[config.mk]
export PLATFORM = sky130hd
export DESIGN_NAME = id_exe_stage_reg
export DESIGN_NICKNAME = d
export VERILOG_FILES = /design/src/rtl/id_exe_stage_reg.sv
export SDC_FILE = /design/constraint.sdc
export NUM_CORES = 1
export LEC_CHECK = 0
export ABC_AREA = 1
export BUFFER_PORTS_ARGS = -buffer_cell sky130_fd_sc_hd__clkbuf_2
export CELL_PAD_IN_SITES_DETAIL_PLACEMENT = 0
export CELL_PAD_IN_SITES_GLOBAL_PLACEMENT = 1
export CORE_MARGIN = 3
export CORE_UTILIZATION = 29
export DETAILED_ROUTE_END_ITERATION = 12
export PLACE_DENSITY_LB_ADDON = 0.1
export SYNTH_ARGS = -nofsm -noshare
export SYNTH_HDL_FRONTEND = slang
export SYNTH_SLANG_ARGS = --single-unit
[constraint.sdc]
create_clock -name clk -period 1.5 [get_ports clk]
set_input_delay 0.075 -clock clk [delete_from_list [all_inputs] [get_ports clk]]
set_output_delay 0.075 -clock clk [all_outputs]
set_load 0.01 [all_outputs]
[src/rtl/id_exe_stage_reg.sv]
// id_exe_stage_reg: ID->EXE pipeline register with load-use hazard bubbles, stall and flush.
// Optional ID_EXE_PERF_CNT_EN adds bubble/flush performance counters.
module id_exe_stage_reg #(
   parameter int DW = 32,
   parameter int AW = 5
) (
   input  logic          clk,
   input  logic          rst_n,
   input  logic          flush,
   input  logic          id_valid,
   output logic          id_ready,
   input  logic [DW-1:0] id_pc,
   input  logic [AW-1:0] id_rs_addr,
   input  logic [AW-1:0] id_rt_addr,
   input  logic          id_rs_used,
   input  logic          id_rt_used,
   input  logic [DW-1:0] id_rs_val,
   input  logic [DW-1:0] id_rt_val,
   input  logic [AW-1:0] id_waddr,
   input  logic          id_we,
   input  logic          id_is_load,
   input  logic          exe_ready,
   output logic          exe_valid,
   output logic [DW-1:0] exe_pc,
   output logic [DW-1:0] exe_rs_val,
   output logic [DW-1:0] exe_rt_val,
   output logic [AW-1:0] exe_waddr,
   output logic          exe_we,
   output logic          exe_is_load,
   output logic          load_use_stall
`ifdef ID_EXE_PERF_CNT_EN
   ,
   output logic [31:0]   perf_bubble_cnt,
   output logic [31:0]   perf_flush_cnt
`endif
);
   logic          valid_q, valid_d, we_q, we_d, is_load_q, is_load_d;
   logic [DW-1:0] pc_q, pc_d, rs_q, rs_d, rt_q, rt_d;
   logic [AW-1:0] waddr_q, waddr_d;
   logic          advance, hazard, load;

   // r0 is hardwired zero, so a load to it never creates a dependency
   assign advance = !valid_q | exe_ready;
   assign hazard  = valid_q & is_load_q & we_q & (|waddr_q) &
                    ((id_rs_used & (id_rs_addr == waddr_q)) | (id_rt_used & (id_rt_addr == waddr_q)));
   assign load    = !flush & advance & id_valid & !hazard;

   assign load_use_stall = id_valid & hazard;
   assign id_ready       = flush | (advance & !hazard);

   always_comb begin
      valid_d   = !flush & (advance ? (id_valid & !hazard) : valid_q);
      pc_d      = load ? id_pc      : pc_q;
      rs_d      = load ? id_rs_val  : rs_q;
      rt_d      = load ? id_rt_val  : rt_q;
      waddr_d   = load ? id_waddr   : waddr_q;
      we_d      = load ? id_we      : we_q;
      is_load_d = load ? id_is_load : is_load_q;
   end

   always_ff @(posedge clk or negedge rst_n) begin
      if (!rst_n) begin
         valid_q   <= 1'b0;
         pc_q      <= '0;
         rs_q      <= '0;
         rt_q      <= '0;
         waddr_q   <= '0;
         we_q      <= 1'b0;
         is_load_q <= 1'b0;
      end else begin
         valid_q   <= valid_d;
         pc_q      <= pc_d;
         rs_q      <= rs_d;
         rt_q      <= rt_d;
         waddr_q   <= waddr_d;
         we_q      <= we_d;
         is_load_q <= is_load_d;
      end
   end

   // bubbles must never look like a GPR write to the bypass network
   assign exe_valid   = valid_q;
   assign exe_pc      = pc_q;
   assign exe_rs_val  = rs_q;
   assign exe_rt_val  = rt_q;
   assign exe_waddr   = waddr_q;
   assign exe_we      = valid_q & we_q;
   assign exe_is_load = valid_q & is_load_q;

`ifdef ID_EXE_PERF_CNT_EN
   logic [31:0] bubble_q, flush_q;

   // a flush supersedes the hazard, so that cycle is not counted as a bubble
   always_ff @(posedge clk or negedge rst_n) begin
      if (!rst_n) begin
         bubble_q <= '0;
         flush_q  <= '0;
      end else begin
         bubble_q <= bubble_q + {31'd0, load_use_stall & exe_ready & !flush};
         flush_q  <= flush_q + {31'd0, flush & valid_q};
      end
   end

   assign perf_bubble_cnt = bubble_q;
   assign perf_flush_cnt  = flush_q;
`endif
endmodule

==> impl_metrics.toml <==
[hold_path]
hp-start = "exe_ready"
whs_path_depth = 4
hold_class = "input pin to flop"
worstHoldEndpoint = "exe_valid"

[setup_path]
timing.rr.end = "exe_rt_val[28]"
path_depth = 10
crit_chain = "inv_2 > nand2_1 > nand2_1 > nor2_2 > nand3_2 > nand2_2 > nand2_4 > buf_12 > o21a_1 > clkbuf_2"
cp.required_ns = 1.42
cp_common_cell = "nand2_1"
rrSetupSlack_ns = -0.22
slowest_delay_ns = 0.42
critPathTopFamily = "simple AND/OR/NAND/NOR gates"
rr_startpoint = "exe_waddr[1]"
crit_fanout = 5
path_buf_inv = 3
cp_slowest_cell = "dfrtp_1"
critical_path_arrival_ns = 1.71
r2r_cells = 12
cp-end-kind = "output port"
critPathKind = "flop to output port"
cp-start-kind = "flop"

[run_status]
run_status = "finished, violations left"
violations = "negative setup slack"

[synthesis]
synth_compound_area_share_pct = 0.1722
synth-adder-area-share_pct = 0
syn_area_um2 = 4360
postSynthNetCount = 638
yosys_warnings = 0
ys_seq_elements = 104
synth_top_family_by_area = "simple AND/OR/NAND/NOR gates"
seq_area_frac_synth_pct = 59.68
synthMuxAreaShare_pct = 0
syn_inst = 518
yosys.area_share.xor_xnor_pct = 0
synthSimpleGateAreaFrac_pct = 34.61
yosysUniqueCellTypes = 15
syn_avg_cell_area_um2 = 8.418

[drt]
final_antenna_net_count = 0
wire_per_inst_um = 15.52
drc = 0
avgViaCountPerCell = 4.485
firstDrtPassIters = 5
num_vias = 4794
drt_iter0_drc = 244
drt_wl_total_um = 16590

[clock_tree]
worstSkewPairLatency_ns = 0.34
clk_pin_slew_ns = 0.07
clock_sink_count = 104
clock_path_buffers = 2
numCtsBuffers = 9
cts_tree = "done"
cts_root_buf = "clkbuf_16"
htreeDepth = 3

[floorplan]
dieWidth_um = 128.6
pin_count = 226
chipHeight_um = 128.6
start_util_pct = 29.78
die-area_um2 = 16540
rows = 44
core_area_um2 = 14640

[final_layout]
syn_to_final_growth_pct = 80.00
final_nets = 1001
seq_area_um2 = 2605
n_fill_cell = 1396
antenna_cells = 0
multi_input_area_um2 = 1640
layout_commonest_cell = "nand2_1"
layout_common_cells = "231 x nand2_1, 223 x clkbuf_2, 105 x dlygate4sd3_1"
drive_above_1_share_pct = 36.84

[power]
power_w = 0.007770
power_density_nw_per_um2 = 990.0
p_leak_nw = 4.399
ir_worst_vdd_uv = 497.3

[timing]
maxSlewHeadroom_pct = 73.49
drv_slew = 0
fmax_mhz = 560.3
setup_viol = 106
fin_setup_tns_ns = -20.77
setup_ws_ns = -0.2848
fin_crit_sh_pct = 119.0
period_needed_ns = 1.785
rsz0062_at_grt = "yes"
final_hold_viol_count = 0
worstMarginPinSlew_ns = 0.3976
clock_skew_ns = 0.009282

[global_route]
gr-usage-all-layers_pct = 18.93
overflow = 0
first_global_vias = 4859
grt_max_degree = 44
grt_antenna_before_repair = 0
grt_pass1_wl_um = 24830

[place]
gp_congestion = 0.7945
hpwl_um = 9912
port_buffers = 225

[run]
maxCapViolCount = 0
## per-layer routing
metal	global-route usage (%)	wire (um)	vias up
met5	0	0	-
met4	6.733	286	0
met2	32.58	8458	161
met1	23.37	6840	2256
li1	-	-	2357
met3	4.317	1001	20
## area by class of cell
type / instances / share of cell area (%)
Clock buffer: 13 / 3.316
Clock inverter: 2 / 0.1754
Inverter: 19 / 0.9087
Multi-Input combinational cell: 363 / 20.90
Sequential cell: 104 / 33.19
Tap cell: 184 / 2.933
Timing Repair Buffer: 384 / 38.58
## repair_timing
item                       4_1_cts  5_1_grt
pin swaps                        3        4
hold buffers                   105        0
setup endpoints to repair      105      106
cloned                           3        8
setup buffers                    5       16
resized for setup                4       51
hold endpoints to repair       128        0
## report_power, final
group | internal, W | switching [W] | total, W
clock | 0.00121 | 0.00104 | 0.00225
sequential | 0.00323 | 0.000258 | 0.00349
combinational | 0.000993 | 0.00103 | 0.00203
total | 0.00544 | 0.00233 | 0.00777
## worst register-to-register path, cell delays in order (launching register included)
cell and delay [ns]:
dfrtp_1 0.43, buf_4 0.15, nor2_2 0.08, nand4_1 0.10
nand3_1 0.10, inv_2 0.05, nand2_4 0.08, buf_12 0.15
nand2_8 0.08, buf_6 0.13, buf_12 0.14, nand2_1 0.07
nand2_1 0.06
## per-stage QoR
| stage | hold WS (ns) | worst slack, ns | cells | area, um2 | util (%) |
|---|---|---|---|---|---|
| after floorplan | -0.2206 | 0.04306 | 518 | 4360 | - |
| after global placement | 0.02512 | -0.01595 | 918 | 5877 | 40.13 |
| after detailed placement | 0.03072 | -0.06183 | 918 | 5877 | 40.13 |
| after CTS | 0.07835 | -0.2942 | 1046 | 7356 | 50.23 |
| after global routing | 0.1194 | -0.3934 | 1069 | 7849 | 53.60 |
| final | 0.09528 | -0.2848 | 1069 | 7849 | 53.60 |
## synthesized netlist by cell type
cell type,n,share of area [%]
inv_2,3,0.26
buf_1,9,0.77
o21a_1,1,0.17
nand3_1,107,12
buf_4,7,1.2
inv_1,16,1.4
dfrtp_1,104,60
nand2_2,2,0.29
buf_6,1,0.26
clkbuf_1,6,0.52
nor2_1,11,0.95
buf_2,10,1.1
nand4_1,1,0.14
nand2_1,239,21
nor3_4,1,0.37
## cells by family after synthesis
family          count (synthesis)
simple gates                  361
flops                         104
compound gates                  1
buf+inv                        52
## worst max path at each step
stage	start	end	slack (ns)
6_report	exe_waddr[1]	id_ready	-0.28
5_1_grt	exe_waddr[1]	id_ready	-0.39
2_1_floorplan	exe_waddr[3]	exe_rs_val[28]	0.04
3_5_place_dp	exe_waddr[2]	exe_rs_val[21]	-0.06
3_3_place_gp	exe_waddr[2]	exe_rs_val[21]	-0.02
4_1_cts	exe_waddr[1]	id_ready	-0.29
## registers in the layout, summed over array words and instances (netlist names)
register / flops
exe_pc: 32
exe_rs_val: 32
exe_rt_val: 32
exe_waddr: 5
exe_valid: 1
is_load_q: 1
we_q: 1
Note: power is estimated with default switching activity, not from simulation.
